==> src/rtl/input_cond_pkg.sv <==
// Shared constants for the board input conditioning path: field positions of the
// push-buttons and DIP switches within the raw input vector, and default tuning.
package input_cond_pkg;

    localparam int DEFAULT_WIDTH         = 6;
    localparam int DEFAULT_SYNC_STAGES   = 2;
    // 20 ms at the 50 MHz fabric clock
    localparam int DEFAULT_STABLE_CYCLES = 1_000_000;

    // Field positions within raw_in / clean_out
    localparam int BTN_IDX   = 0;
    localparam int BTN_W     = 2;
    localparam int DIPSW_IDX = 2;
    localparam int DIPSW_W   = 4;

    // Buttons are active-low and idle high; DIP switches reset low
    localparam logic [DEFAULT_WIDTH-1:0] DEFAULT_RESET_VALUE = 6'b000011;

    // Packed view of the board inputs, matching the field positions above
    typedef struct packed {
        logic [DIPSW_W-1:0] dipsw;
        logic [BTN_W-1:0]   btn;
    } board_in_t;

endpackage

==> src/rtl/debounce_bit.sv <==
// Single-bit input conditioner: synchroniser chain, stability-counter debounce
// and registered one-cycle rise/fall strobes aligned with the new clean level.
module debounce_bit #(
    parameter int   SYNC_STAGES   = 2,
    parameter int   STABLE_CYCLES = 8,
    parameter logic RESET_BIT     = 1'b0
) (
    input  logic clk,
    input  logic rst,
    input  logic raw,
    output logic clean,
    output logic rise,
    output logic fall
);

    localparam int CNT_W = $clog2(STABLE_CYCLES + 1);
    localparam logic [CNT_W-1:0] CNT_LAST = CNT_W'(STABLE_CYCLES - 1);

    logic [SYNC_STAGES-1:0] sync_q;
    logic                   synced;
    logic [CNT_W-1:0]       cnt;
    logic                   settle;

    // Only the last synchroniser stage is observed; earlier stages carry no logic.
    assign synced = sync_q[SYNC_STAGES-1];

    // The synced level has differed from clean for long enough to be accepted.
    assign settle = (synced != clean) && (cnt == CNT_LAST);

    // Synchroniser shift chain, reset to the idle level so release produces no edge.
    always_ff @(posedge clk or posedge rst) begin
        if (rst) begin
            sync_q <= {SYNC_STAGES{RESET_BIT}};
        end else begin
            sync_q <= {sync_q[SYNC_STAGES-2:0], raw};
        end
    end

    // Stability counter, clean level update and edge strobes.
    always_ff @(posedge clk or posedge rst) begin
        if (rst) begin
            cnt   <= '0;
            clean <= RESET_BIT;
            rise  <= 1'b0;
            fall  <= 1'b0;
        end else begin
            rise <= settle & synced;
            fall <= settle & ~synced;
            // Any return to the clean level throws away the partial count, so
            // bounces shorter than the threshold never reach the output.
            if ((synced == clean) || settle) begin
                cnt <= '0;
            end else begin
                cnt <= cnt + CNT_W'(1);
            end
            if (settle) begin
                clean <= synced;
            end
        end
    end

endmodule

==> src/rtl/input_debounce.sv <==
// Debounces the raw push-button and DIP-switch pins feeding the HPS PIOs.
// One debounce_bit per input; the top only adds the any-change summary strobe.
module input_debounce
    import input_cond_pkg::*;
#(
    parameter int                 WIDTH         = DEFAULT_WIDTH,
    parameter int                 SYNC_STAGES   = DEFAULT_SYNC_STAGES,
    parameter int                 STABLE_CYCLES = DEFAULT_STABLE_CYCLES,
    parameter logic [WIDTH-1:0]   RESET_VALUE   = DEFAULT_RESET_VALUE
) (
    input  logic             clk_clk,
    input  logic             reset_reset,
    input  logic [WIDTH-1:0] raw_in,
    output logic [WIDTH-1:0] clean_out,
    output logic [WIDTH-1:0] rise_pulse,
    output logic [WIDTH-1:0] fall_pulse,
    output logic             any_change
);

    for (genvar i = 0; i < WIDTH; i++) begin : g_bit
        debounce_bit #(
            .SYNC_STAGES  (SYNC_STAGES),
            .STABLE_CYCLES(STABLE_CYCLES),
            .RESET_BIT    (RESET_VALUE[i])
        ) u_bit (
            .clk  (clk_clk),
            .rst  (reset_reset),
            .raw  (raw_in[i]),
            .clean(clean_out[i]),
            .rise (rise_pulse[i]),
            .fall (fall_pulse[i])
        );
    end

    // Built from the registered strobes, so it is high in exactly the same cycle.
    assign any_change = |(rise_pulse | fall_pulse);

endmodule

==> config.mk <==
export PLATFORM = sky130hd
export DESIGN_NAME = input_debounce
export DESIGN_NICKNAME = d
export VERILOG_FILES = /design/src/rtl/input_cond_pkg.sv /design/src/rtl/debounce_bit.sv /design/src/rtl/input_debounce.sv
export SDC_FILE = /design/constraint.sdc
export NUM_CORES = 1
export LEC_CHECK = 0
export ABC_AREA = 1
export BUFFER_PORTS_ARGS = -buffer_cell sky130_fd_sc_hd__buf_4
export CAP_MARGIN = 10
export CORE_MARGIN = 2
export CORE_UTILIZATION = 65
export CTS_BUF_LIST = sky130_fd_sc_hd__clkbuf_4 sky130_fd_sc_hd__clkbuf_8
export DETAILED_ROUTE_END_ITERATION = 16
export PLACE_DENSITY = 0.85
export SYNTH_ARGS = -nofsm -noshare
export SYNTH_HDL_FRONTEND = slang
export SYNTH_HIERARCHICAL = 1
export SYNTH_SLANG_ARGS = --single-unit
export TNS_END_PERCENT = 50
==> constraint.sdc <==
create_clock -name clk_clk -period 3.1 [get_ports clk_clk]
set_input_delay 0.62 -clock clk_clk [delete_from_list [all_inputs] [get_ports clk_clk]]
set_output_delay 0.62 -clock clk_clk [all_outputs]
set_load 0.01 [all_outputs]
Word level (Yosys, flattened, before mapping)
Cells that the tools add are included.

Add/sub/neg operators: 6. Eq/ne operators: 18. Muxes and demuxes: 6. Bitwise logic cells: 19. Reductions and logical operators: 13.

Operators by type and width (count): 20-bit by 1-bit adder with 20-bit output (second input constant) (6); 20-bit equality test (second input constant) (6); 20-bit two-way mux (6); 1-bit bitwise AND (12); 1-bit equality test (6); 1-bit logical AND (6); 1-bit logical OR (6); 1-bit inequality test (6); 1-bit NOT (6); 6-bit OR (1); 6-bit OR reduction (1).

Register bits after elaboration: 150. Input port bits: 8. Output and inout bits: 19. Logic and storage cells: 92.

Logic depth before layout (Yosys ltp)
Word-level depth: 4. Mapped depth: 9. Mapped depth without buffers: 9.

Cells and area by module
Netlist, hierarchy kept.

By module, submodules not included: debounce_bit at g_bit[2].u_bit ... (instances 4, cells each 180, area each 1341.3 um^2, seq. area each 625.6 um^2); debounce_bit at g_bit[0].u_bit ... (instances 2, cells each 180, area each 1345.0 um^2, seq. area each 629.4 um^2); input_debounce (instances 1, cells each 11, area each 43.8 um^2, seq. area each 0.0 um^2).

Least setup slack after synthesis
Ideal clock, no wire load.

Path kind: register -> register. From: reg g_bit[2].u_bit.cnt[0]. To: reg g_bit[2].u_bit.cnt[14]. Library setup time: 0.116 ns. Arrival time: 1.229 ns. Data required time: 2.984 ns. Path slack: 1.755 ns. Cell stages (with the launch flop): 8. Path buffers: 1. Cell sequence: dfrtp_1 > ha_1 > nand2_2 > nor2_4 > nand3_2 > nand2_4 > buf_6 > nor2_1.

Word-level cells in the longest chain between the ends: 4. Elaborated cells between the ends (all ways): 5.

Ends and longest elaborated chain: start, declared (RTL line debounce_bit.sv:21) `logic [CNT_W-1:0] cnt;`; start signal, assigned (RTL line debounce_bit.sv:54) `cnt <= cnt + CNT_W'(1);`; branches (longest 3 deep; another with 20-bit by 1-bit adder with 20-bit output); 20-bit two-way mux * (RTL line debounce_bit.sv:51) `if ((synced == clean) || settle) begin`.

Mark *: on every way between the ends. A chain may end at the register's enable or synchronous reset.

Worst setup path after layout
From: reg g_bit[2].u_bit.fall. To: out any_change.

Word-level cells in the longest chain between the ends: 2.

Ends and longest elaborated chain: start, declared (RTL line debounce_bit.sv:13) `output logic fall`; start signal, assigned (RTL line debounce_bit.sv:48) `fall <= settle & ~synced;`; 6-bit OR (RTL line input_debounce.sv:36) `assign any_change = |(rise_pulse | fall_pulse);`; 6-bit OR reduction (RTL line input_debounce.sv:36); end, declared (RTL line input_debounce.sv:17) `output logic any_change`.

No other way between the ends.

==> metrics <==
run status finished clean; clock tree buffer depth 2; Syn Area/Cell 7.42 um^2; clk sink count 150; clk_lat worst skew 0.44 ns; pin count of the biggest net entering global routing 26; clock buffer count from CTS 17; Die Y-Extent 116 um; Synth Cell Area 8100 um^2; routed via count around 6700; RSZ-0062 raised after global routing no; Final GP Congestion 0.891; Slew Viols, Final 0; full die area 13400 um^2; Clock Skew 0.00963 ns; max cap viols 0; leading cell types in the layout, fill and taps excluded nor2_1, nand2_1, dfrtp_1; Slowest cell on crit path dfrtp_1; Detail Route Antenna Nets 0; syn_nets 1105; register bit total from synthesis 150; Hold Slack 0.278 ns; Crit. End Element output pin; CTS root buf clkbuf_8; Core ar. around 12000 um^2; Die Wd 116 um; Layout area overhead 9.02%; area of the multi-input gates around 3800 um^2; GRT Total Usage 26.1%; Comb pwr share 3.4%; Hold Path Depth 1; nets 1144; sw power 0.000797 W; I/O pin count 27; CP Launch Type flip-flop; relative slew slack 36.4%; 1st-pass router iterations 6; sw frac 22.1%; Clock Power Share about two fifths; IO Port Bufs 26; hold_sp raw_in[5]; DRC viols 0; Fin Setup TNS 0 ns; Hold Crit Class in2reg; grt ovf 0; CTS Hold Buffers Added 0; delay of the slowest cell on the worst path 0.38 ns; cell row count 40; sequential cell area fraction in the yosys report about 46%; antenna cells 0; hold endpoint g_bit[5].u_bit/sync_q[0]$_DFF_PP0_; HPWL after DPL 12.0 mm; internal cell power 0.00280 W; slack of the worst reg-to-reg path 1.52 ns; CP arrival 1.37 ns; number of global-route vias before repair 6045; Sequential Power Share about 56%; vias per cell 5.09; Critical Path RT 2.48 ns; Setup violations, final 0; min Tclk post-route 1.99 ns; drt total wl 16.2 mm; sequential cell area 3760 um^2; Final Hold Fails 0; antenna violations before repair 0; post-CTS setup repair buffer count 0; actual slew at the worst max-slew pin 0.952 ns; Leakage 4.08 nW; CP max FO 2; Syn Inst Count 1091; most common cell after layout, fill and taps aside nor2_1; Synth Warn # 6; Reg2Reg Launch Point g_bit[5].u_bit/cnt[0]$_DFF_PP0_; Synth cell types 22; fill count 956; Reg clk slew, reported paths 0.08 ns; FF-to-FF End g_bit[5].u_bit/cnt[6]$_DFF_PP0_; Final period util between 60% and 70%; 1st-iter DRT viols between 600 and 700; post-cts sizing count 0; PD cells 408 nW/um^2; WS Path Type reg2out; wire length per cell 12.3 um; CP cell instances nor2_1 -> nand2_1 -> nor2_1 -> nand2_1 -> buf_4; CTS tree done; VDD IR max 0.489 mV; share of layout cells above drive strength 1 9.80%; R2R depth 6; # H-tree levels 4; starting density of the core between 60% and 70%; first-pass GRT wire length 27.6 mm; Fmax 503 MHz
==> worst max-delay path, delay by kind of cell (launching register included) <==
family	cells	cell delay, ns
and+or+nand+nor	4	0.40
DFF	1	0.38
buffers and inverters	1	0.15
==> per-stage QoR <==
stage,cells,utilization (%),worst slack (ns),instance area [um^2],power (W)
final,1311,72.9,1.11,8830,0.00360
after global routing,1311,72.9,0.964,8830,0.00376
after CTS,1311,72.9,1.05,8830,0.00364
after detailed placement,1279,69.7,1.55,8440,0.00217
after global placement,1279,69.7,1.56,8440,0.00217
after floorplan,1091,-,1.76,8100,0.00214
==> registers in the layout (all words and copies together) (netlist names) <==
signal / flops
g_bit.u_bit/cnt: 120
g_bit.u_bit/fall: 6
g_bit.u_bit/clean: 6
g_bit.u_bit/sync_q: 12
g_bit.u_bit/rise: 6
==> synthesized netlist by cell type <==
| cell type | instances | area [um^2] |
|---|---|---|
| nor3_1 | 6 | 30.0 |
| nand2_4 | 6 | 67.6 |
| ha_1 | 6 | 75.1 |
| nand2_2 | 12 | 75.1 |
| a21oi_1 | 12 | 60.1 |
| o21bai_1 | 6 | 45.0 |
| nand3_1 | 54 | 270 |
| dfstp_2 | 6 | 158 |
| xnor2_1 | 18 | 158 |
| inv_1 | 132 | 495 |
| o21ai_0 | 6 | 30.0 |
| and2_1 | 6 | 37.5 |
| nand4_1 | 24 | 150 |
| nor2_1 | 301 | 1130 |
| nand2_1 | 279 | 1050 |
| inv_2 | 6 | 22.5 |
| xor2_1 | 36 | 315 |
| nor2_4 | 12 | 135 |
| dfrtp_1 | 144 | 3600 |
| nand3_2 | 12 | 120 |
| and2_0 | 1 | 6.26 |
| buf_6 | 6 | 67.6 |
==> cells by family (layout without fill, tap and decap cells) <==
kind of cell	count (synthesis)	count (layout)	share of synthesized area (%)
AND/OR/NAND/NOR	713	713	37.9
flip-flops	150	150	46.4
buffers and inverters	144	196	7.23
XOR/XNOR	54	54	5.84
AO/OA/AOI/OAI	24	24	1.67
adder cells (fa/ha/maj)	6	6	0.927
==> worst max path at each step <==
| stage | start | end | slack [ns] | depth (start not counted) |
|---|---|---|---|---|
| after floorplan | g_bit[2].u_bit/cnt[0]$_DFF_PP0_ | g_bit[2].u_bit/cnt[14]$_DFF_PP0_ | 1.76 | 7 |
| after global placement | g_bit[2].u_bit/fall$_DFF_PP0_ | any_change | 1.56 | 5 |
| after detailed placement | reset_reset | g_bit[2].u_bit/cnt[16]$_DFF_PP0_ | 1.55 | 2 |
| after CTS | g_bit[2].u_bit/fall$_DFF_PP0_ | any_change | 1.05 | 5 |
| after global routing | g_bit[2].u_bit/fall$_DFF_PP0_ | any_change | 0.96 | 5 |
| final | g_bit[2].u_bit/fall$_DFF_PP0_ | any_change | 1.11 | 5 |
==> power by group through the flow <==
stage,Clock (W),Combinational (W),Sequential (W)
6_report,0.00146,0.000122,0.00201
5_1_grt,0.00160,0.000142,0.00202
3_5_place_dp,0,0.000123,0.00205
2_1_floorplan,0,0.0000975,0.00204
3_3_place_gp,0,0.000120,0.00205
4_1_cts,0.00151,0.000124,0.00201
==> final cells by class <==
class	count	share of cell area, %
clock buffers	23	3.30
clock inverters	9	1.15
inverters	138	5.87
multi-input cells	797	42.5
flip-flops and latches	150	42.6
well taps	168	2.38
repair buffers	26	2.21
==> per-layer routing <==
layer	track usage (%)	wire [um]	vias up
met5	0	0	-
li1	-	-	3402
met1	36.8	7750	3085
met2	41.0	7450	157
met4	8.33	292	0
met3	5.49	700	26
Note: power is estimated with default switching activity, not from simulation.
